--- src/rtl/arbitro_memoria_if.sv ---
// Requester-side bundle of arbitro_memoria: instruction fetch port and data
// (MEM stage) port, plus the shared address-error flag.
//   slave  : view used by the arbiter (requests in, responses out)
//   master : view used by the requesters (requests out, responses in)
// Signals:
//   inst_req/inst_end                     fetch request and word index
//   inst_pronto/inst_dado                 fetch completion pulse and word
//   dado_req/dado_esc/dado_end/dado_wdata data request, op, index, write data
//   dado_pronto/dado_rdata                data completion pulse and load word
//   erro_end                              index out of range, pulses with *_pronto
interface arbitro_memoria_if #(
    parameter int LARGURA = 32
);
    logic               inst_req;
    logic [LARGURA-1:0] inst_end;
    logic               inst_pronto;
    logic [LARGURA-1:0] inst_dado;
    logic               dado_req;
    logic               dado_esc;
    logic [LARGURA-1:0] dado_end;
    logic [LARGURA-1:0] dado_wdata;
    logic               dado_pronto;
    logic [LARGURA-1:0] dado_rdata;
    logic               erro_end;

    modport slave (
        input  inst_req, inst_end, dado_req, dado_esc, dado_end, dado_wdata,
        output inst_pronto, inst_dado, dado_pronto, dado_rdata, erro_end
    );

    modport master (
        output inst_req, inst_end, dado_req, dado_esc, dado_end, dado_wdata,
        input  inst_pronto, inst_dado, dado_pronto, dado_rdata, erro_end
    );
endinterface

--- src/rtl/arbitro_memoria.sv ---
// Two-port arbiter in front of a single shared memory. The data port has
// priority; a pending fetch that has waited MAX_ESPERA cycles beats data.
// Every access runs OCIOSO -> ACESSO -> RESPOSTA -> OCIOSO and every output
// is registered.
// Ports:
//   clock         rising-edge clock
//   reset         asynchronous reset, active low
//   bus           requester bundle (arbitro_memoria_if.slave)
//   mem_endereco  memory word index, held for the whole access
//   mem_indata    memory write data
//   mem_lerMem    read strobe, LAT_LEITURA cycles per read
//   mem_escMem    write strobe, 1 cycle per write
//   mem_output    memory read data
//   ocupado       1 whenever the FSM is not idle
module arbitro_memoria #(
    parameter int LARGURA      = 32,
    parameter int PROFUNDIDADE = 512,
    parameter int LAT_LEITURA  = 1,
    parameter int MAX_ESPERA   = 3
) (
    input  logic               clock,
    input  logic               reset,
    arbitro_memoria_if.slave   bus,
    output logic [LARGURA-1:0] mem_endereco,
    output logic [LARGURA-1:0] mem_indata,
    output logic               mem_lerMem,
    output logic               mem_escMem,
    input  logic [LARGURA-1:0] mem_output,
    output logic               ocupado
);
    localparam int ESP_W = (MAX_ESPERA > 0) ? $clog2(MAX_ESPERA + 1) : 1;
    localparam int CNT_W = $clog2(LAT_LEITURA + 1);

    typedef enum logic [1:0] {OCIOSO, ACESSO, RESPOSTA} estado_t;

    estado_t            state_reg, state_next;
    logic               dono_inst_reg, dono_inst_next;   // 1 = fetch owns the access
    logic               esc_reg, esc_next;
    logic               erro_reg, erro_next;
    logic [CNT_W-1:0]   cnt_reg, cnt_next;
    logic [LARGURA-1:0] cap_reg, cap_next;               // read data for RESPOSTA
    logic [ESP_W-1:0]   espera_reg, espera_next;
    logic [LARGURA-1:0] endereco_reg, endereco_next;
    logic [LARGURA-1:0] indata_reg, indata_next;
    logic               ler_reg, ler_next;
    logic               escm_reg, escm_next;
    logic               inst_pronto_reg, inst_pronto_next;
    logic [LARGURA-1:0] inst_dado_reg, inst_dado_next;
    logic               dado_pronto_reg, dado_pronto_next;
    logic [LARGURA-1:0] dado_rdata_reg, dado_rdata_next;
    logic               erro_end_reg, erro_end_next;
    logic               ocupado_reg, ocupado_next;

    logic               grant_dado, grant_inst;
    logic [LARGURA-1:0] sel_end;
    logic               sel_esc;

    // Data wins unless fetch has waited long enough; only meaningful in OCIOSO.
    assign grant_dado = bus.dado_req && !(bus.inst_req && espera_reg == ESP_W'(MAX_ESPERA));
    assign grant_inst = !grant_dado && bus.inst_req;

    always_ff @(posedge clock or negedge reset) begin
        if (!reset) begin
            state_reg       <= OCIOSO;
            dono_inst_reg   <= 1'b0;
            esc_reg         <= 1'b0;
            erro_reg        <= 1'b0;
            cnt_reg         <= '0;
            cap_reg         <= '0;
            espera_reg      <= '0;
            endereco_reg    <= '0;
            indata_reg      <= '0;
            ler_reg         <= 1'b0;
            escm_reg        <= 1'b0;
            inst_pronto_reg <= 1'b0;
            inst_dado_reg   <= '0;
            dado_pronto_reg <= 1'b0;
            dado_rdata_reg  <= '0;
            erro_end_reg    <= 1'b0;
            ocupado_reg     <= 1'b0;
        end else begin
            state_reg       <= state_next;
            dono_inst_reg   <= dono_inst_next;
            esc_reg         <= esc_next;
            erro_reg        <= erro_next;
            cnt_reg         <= cnt_next;
            cap_reg         <= cap_next;
            espera_reg      <= espera_next;
            endereco_reg    <= endereco_next;
            indata_reg      <= indata_next;
            ler_reg         <= ler_next;
            escm_reg        <= escm_next;
            inst_pronto_reg <= inst_pronto_next;
            inst_dado_reg   <= inst_dado_next;
            dado_pronto_reg <= dado_pronto_next;
            dado_rdata_reg  <= dado_rdata_next;
            erro_end_reg    <= erro_end_next;
            ocupado_reg     <= ocupado_next;
        end
    end

    always_comb begin
        state_next       = state_reg;
        dono_inst_next   = dono_inst_reg;
        esc_next         = esc_reg;
        erro_next        = erro_reg;
        cnt_next         = cnt_reg;
        cap_next         = cap_reg;
        endereco_next    = endereco_reg;
        indata_next      = indata_reg;
        ler_next         = 1'b0;
        escm_next        = 1'b0;
        inst_pronto_next = 1'b0;
        inst_dado_next   = inst_dado_reg;
        dado_pronto_next = 1'b0;
        dado_rdata_next  = dado_rdata_reg;
        erro_end_next    = 1'b0;
        sel_end          = grant_dado ? bus.dado_end : bus.inst_end;
        sel_esc          = grant_dado && bus.dado_esc;   // fetch is always a read

        case (state_reg)
            OCIOSO: begin
                if (grant_dado || grant_inst) begin
                    state_next     = ACESSO;
                    dono_inst_next = !grant_dado;
                    esc_next       = sel_esc;
                    erro_next      = !(sel_end < LARGURA'(PROFUNDIDADE));
                    cnt_next       = '0;
                    endereco_next  = sel_end;
                    indata_next    = bus.dado_wdata;
                    // Strobes are registered, so they rise together with ACESSO.
                    if (sel_end < LARGURA'(PROFUNDIDADE)) begin
                        ler_next  = !sel_esc;
                        escm_next = sel_esc;
                    end
                end
            end
            ACESSO: begin
                if (erro_reg) begin
                    cap_next   = '0;
                    state_next = RESPOSTA;
                end else if (esc_reg) begin
                    state_next = RESPOSTA;
                end else if (cnt_reg == CNT_W'(LAT_LEITURA - 1)) begin
                    // Last strobe cycle: memory output is valid now.
                    cap_next   = mem_output;
                    state_next = RESPOSTA;
                end else begin
                    cnt_next = cnt_reg + CNT_W'(1);
                    ler_next = 1'b1;
                end
            end
            RESPOSTA: begin
                state_next    = OCIOSO;
                erro_end_next = erro_reg;
                if (dono_inst_reg) begin
                    inst_pronto_next = 1'b1;
                    inst_dado_next   = cap_reg;
                end else begin
                    dado_pronto_next = 1'b1;
                    if (!esc_reg) begin
                        dado_rdata_next = cap_reg;
                    end
                end
            end
            default: state_next = OCIOSO;
        endcase

        // Anti-starvation: count cycles a fetch is left waiting.
        if (!bus.inst_req || (state_reg == OCIOSO && grant_inst)) begin
            espera_next = '0;
        end else if (espera_reg != ESP_W'(MAX_ESPERA)) begin
            espera_next = espera_reg + ESP_W'(1);
        end else begin
            espera_next = espera_reg;
        end

        ocupado_next = (state_next != OCIOSO);
    end

    assign mem_endereco    = endereco_reg;
    assign mem_indata      = indata_reg;
    assign mem_lerMem      = ler_reg;
    assign mem_escMem      = escm_reg;
    assign ocupado         = ocupado_reg;
    assign bus.inst_pronto = inst_pronto_reg;
    assign bus.inst_dado   = inst_dado_reg;
    assign bus.dado_pronto = dado_pronto_reg;
    assign bus.dado_rdata  = dado_rdata_reg;
    assign bus.erro_end    = erro_end_reg;
endmodule

--- src/flat_wrapper.sv ---
// flat-port wrapper written by rule: the top's interface ports become plain ports
module arbitro_memoria_flat 
#(
    parameter int LARGURA      = 32,
    parameter int PROFUNDIDADE = 512,
    parameter int LAT_LEITURA  = 1,
    parameter int MAX_ESPERA   = 3
)
  (clock, reset, mem_endereco, mem_indata, mem_lerMem, mem_escMem, mem_output, ocupado, bus_inst_req, bus_inst_end, bus_dado_req, bus_dado_esc, bus_dado_end, bus_dado_wdata, bus_inst_pronto, bus_inst_dado, bus_dado_pronto, bus_dado_rdata, bus_erro_end);
  arbitro_memoria_if #(.LARGURA(LARGURA)) bus_i ();
  input  logic clock;
  input  logic reset;
  output logic [LARGURA-1:0] mem_endereco;
  output logic [LARGURA-1:0] mem_indata;
  output logic mem_lerMem;
  output logic mem_escMem;
  input  logic [LARGURA-1:0] mem_output;
  output logic ocupado;
  input wire logic [$bits(bus_i.inst_req)-1:0] bus_inst_req;
  input wire logic [$bits(bus_i.inst_end)-1:0] bus_inst_end;
  input wire logic [$bits(bus_i.dado_req)-1:0] bus_dado_req;
  input wire logic [$bits(bus_i.dado_esc)-1:0] bus_dado_esc;
  input wire logic [$bits(bus_i.dado_end)-1:0] bus_dado_end;
  input wire logic [$bits(bus_i.dado_wdata)-1:0] bus_dado_wdata;
  output wire logic [$bits(bus_i.inst_pronto)-1:0] bus_inst_pronto;
  output wire logic [$bits(bus_i.inst_dado)-1:0] bus_inst_dado;
  output wire logic [$bits(bus_i.dado_pronto)-1:0] bus_dado_pronto;
  output wire logic [$bits(bus_i.dado_rdata)-1:0] bus_dado_rdata;
  output wire logic [$bits(bus_i.erro_end)-1:0] bus_erro_end;
  assign bus_i.inst_req = bus_inst_req;
  assign bus_i.inst_end = bus_inst_end;
  assign bus_i.dado_req = bus_dado_req;
  assign bus_i.dado_esc = bus_dado_esc;
  assign bus_i.dado_end = bus_dado_end;
  assign bus_i.dado_wdata = bus_dado_wdata;
  assign bus_inst_pronto = bus_i.inst_pronto;
  assign bus_inst_dado = bus_i.inst_dado;
  assign bus_dado_pronto = bus_i.dado_pronto;
  assign bus_dado_rdata = bus_i.dado_rdata;
  assign bus_erro_end = bus_i.erro_end;
  arbitro_memoria #(.LARGURA(LARGURA), .PROFUNDIDADE(PROFUNDIDADE), .LAT_LEITURA(LAT_LEITURA), .MAX_ESPERA(MAX_ESPERA)) u_core (.clock(clock), .reset(reset), .bus(bus_i), .mem_endereco(mem_endereco), .mem_indata(mem_indata), .mem_lerMem(mem_lerMem), .mem_escMem(mem_escMem), .mem_output(mem_output), .ocupado(ocupado));
endmodule
--- config.mk ---
export PLATFORM = sky130hd
export DESIGN_NAME = arbitro_memoria_flat
export DESIGN_NICKNAME = d
export VERILOG_FILES = /design/src/rtl/arbitro_memoria_if.sv /design/src/rtl/arbitro_memoria.sv /design/src/flat_wrapper.sv
export SDC_FILE = /design/constraint.sdc
export NUM_CORES = 1
export LEC_CHECK = 0
export ABC_AREA = 0
export BUFFER_PORTS_ARGS = -buffer_cell sky130_fd_sc_hd__buf_2
export CAP_MARGIN = 20
export CORE_MARGIN = 2
export CORE_UTILIZATION = 46
export CTS_BUF_LIST = sky130_fd_sc_hd__clkbuf_8
export DETAILED_ROUTE_END_ITERATION = 12
export PLACE_DENSITY = 0.79
export SETUP_SLACK_MARGIN = 0.05
export SLEW_MARGIN = 20
export SYNTH_ARGS = -nofsm -noshare
export SYNTH_HDL_FRONTEND = slang
export SYNTH_SLANG_ARGS = --single-unit
export TNS_END_PERCENT = 50
--- constraint.sdc ---
create_clock -name clock -period 1.53 [get_ports clock]
set_clock_uncertainty 0.05 [all_clocks]
set_input_delay 0.153 -clock clock [delete_from_list [all_inputs] [get_ports clock]]
set_output_delay 0.153 -clock clock [all_outputs]
set_load 0.01 [all_outputs]
==> results.toml <==
[clock_tree]
insertion_delay_ns = 0.46
tritoncts = "built"
h-tree-depth = 4
cts_sinks = 173
clkTransAtPathRegs_ns = 0.10
clock_path_buffers = 2
cts_root_buffer = "clkbuf_8"
cts_buffers = 17

[grt]
antenna_found_initial = 0
grt_pass1_vias = 6838
grt_overflow = 0
gr-usage-all-layers = 0.2915
grt_max_degree = 57
grt_pass1_wl_um = 36000

[power]
fin_total_pwr_uw = 17540
p_per_area_mw_per_mm2 = 1582
power_leakage_uw = 0.005806
max-vdd-ir-drop_v = 0.0009441

[setup_path]
worstSetupStartpoint = "u_core.espera_reg[1]"
startpoint_type = "flip-flop"
path_class = "flip-flop to flip-flop"
cp_slowest_stage_delay_ns = 0.43
r2r_setup_slack_ns = -0.39
slowest_stage = "dfrtp_1"
arrival_ns = 2.20
end_kind = "flip-flop"
rr_startpoint = "u_core.espera_reg[1]"
required_ns = 1.80
ff2ff_path_depth = 7
worstPathCellList = "ha_2, buf_6, a21boi_4, buf_12, clkbuf_16, nand2_1, a31oi_1"
r2r-end = "u_core.mem_endereco[14]"
critical_path.max_fanout = 8

[place]
dp_hpwl_um = 13100
globalplace.congestion = 0.8284
dpl.cell_count = 1026
portBuffers = 266
placed_area_mm2 = 0.008677

[drt]
firstDrtPassIters = 9
drc = 0
routed_wl_um = 28520
wire_per_inst_um = 23.67
dr_total_vias = 7117
vias_per_cell = 5.906
postRouteAntennaNets = 0
drtIter0Drc = 715

[cells_and_area]
stdcell_area_mm2 = 0.01108
finalNetCount = 1143
syn2layout_area_growth_pct = 60.04
mostFrequentLayoutCell = "buf_2"
final_cell_mix = "buf_2 (265), dfrtp_1 (171), dlygate4sd3_1 (132), nand2_1 (116), mux2_4 (62)"
drive_gt1_frac = 0.4643
layout.cells.non_filler = 1205
num_antenna_cells = 0

[synthesis]
avgSynthCellArea_um2 = 11.90
netlist_area_mm2 = 0.006925
synth_top_area_cell = "dfrtp_1"
synth_top_area_frac = 0.6251
synthFlopType = "dfrtp_1"
synth_seq_cells = 173
yosysWarnings = 0
synthesis.nets = 716
synth-async-reset-ratio = 1.000
yosysSeqAreaShare = 0.6251
synth_area_leaders = "dfrtp_1 (63%), mux2_2 (14%), nand2_1 (7.1%)"
synth_cells = 582
synth-edff-count = 0
yosysUniqueCellTypes = 35

[timing]
final.setup.tns_ns = -3.680
max_freq_mhz = 519.7
period_minus_slack_ns = 1.924
slew_violations = 0
timing.final.hold_violations = 0
fin_hold_ws_ns = 0.09315
setup_viol = 37
setup_slack_ns = -0.3942
tightestPinTransition_ns = 0.6016
relSlewSlack = 0.5953
rsz0062_at_grt = "yes"
period_share = 1.258

[worst_hold_path]
hold_class = "input pin to async pin"

[floorplan]
rows = 44
ios = 267
die_y_um = 126.7
die_w_um = 126.7
start_util = 0.4729
core_mm2 = 0.01464
dieArea_mm2 = 0.01605

[job]
cap_violations = 0

[run_status]
violations = "setup timing"
run_status = "finished, violations left"
cell usage after synthesis, drive strengths merged (2+ instances only):
cell type,number
dfrtp,173
nand2,131
mux2,96
nor2,41
nand3,34
a31oi,33
buf,25
nor4,9
clkbuf,8
nor3,4
o22ai,4
inv,3
a21boi,2
and2,2
nand2b,2
nand4,2
o21ai,2
worst max-delay path: cells and delay by family (launching register included):
kind / cells / cell delay, ns
and+or+nand+nor: 1 / 0.08
DFF: 1 / 0.43
AOI/OAI and AO/OA: 2 / 0.56
adders and majority gates: 1 / 0.22
buffers and inverters: 3 / 0.44
metrics by stage:
stage | setup slack [ns] | util
after floorplan | 0.01695 | -
after global routing | -0.3869 | 0.7568
after global placement | 0.006905 | 0.5925
after CTS | -0.02325 | 0.7203
final | -0.3942 | 0.7568
after detailed placement | -0.03215 | 0.5925
how the worst max path moves through the flow:
stage	endpoint	slack, ns	cells past startpoint
final	u_core.mem_endereco[14]	-0.39	7
after global routing	u_core.mem_endereco[14]	-0.39	7
after CTS	u_core.bus.dado_rdata[2]	-0.02	5
after detailed placement	u_core.bus.dado_rdata[2]	-0.03	4
after global placement	u_core.bus.dado_rdata[2]	0.007	4
after floorplan	u_core.bus.dado_rdata[10]	0.02	4
cell type report:
| cell class | count | area [um^2] |
|---|---|---|
| Multi-Input combinational cell | 372 | 2816 |
| Sequential cell | 173 | 4332 |
| Inverter | 4 | 15.01 |
| Clock buffer | 19 | 261.5 |
| Timing Repair Buffer | 441 | 3282 |
| Tap cell | 184 | 230.2 |
| Fill cell | 842 | 3561 |
| Clock inverter | 12 | 146.4 |
logic make-up after synthesis:
group           Yosys count  synth area share
simple gates            228            0.1400
mux                      97            0.1575
flops                   173            0.6251
xor+xnor                  1          0.001265
compound gates           45           0.04354
buf+inv                  37           0.03071
fa+ha+maj                 1          0.001806
what timing repair did:
action	4_1_cts	5_1_grt
pin swaps	5	34
hold endpoints to repair	275	0
resized for setup	25	84
setup buffers	3	6
cloned	1	6
setup endpoints to repair	44	102
hold buffers	132	0
metal layers:
layer	vias to the layer above	routed length [um]	track usage
li1	2838	-	-
met1	3382	9428	0.3369
met2	672	13570	0.5030
met3	225	3033	0.06917
met4	0	2486	0.1590
met5	-	0	0
power by group:
group | internal (uW) | leakage [uW] | switching, uW
Combinational | 3600 | 0.00336 | 3950
Sequential | 5720 | 0.00223 | 908
Clock | 1680 | 0.000214 | 1680
(Power assumes the default switching activity.)
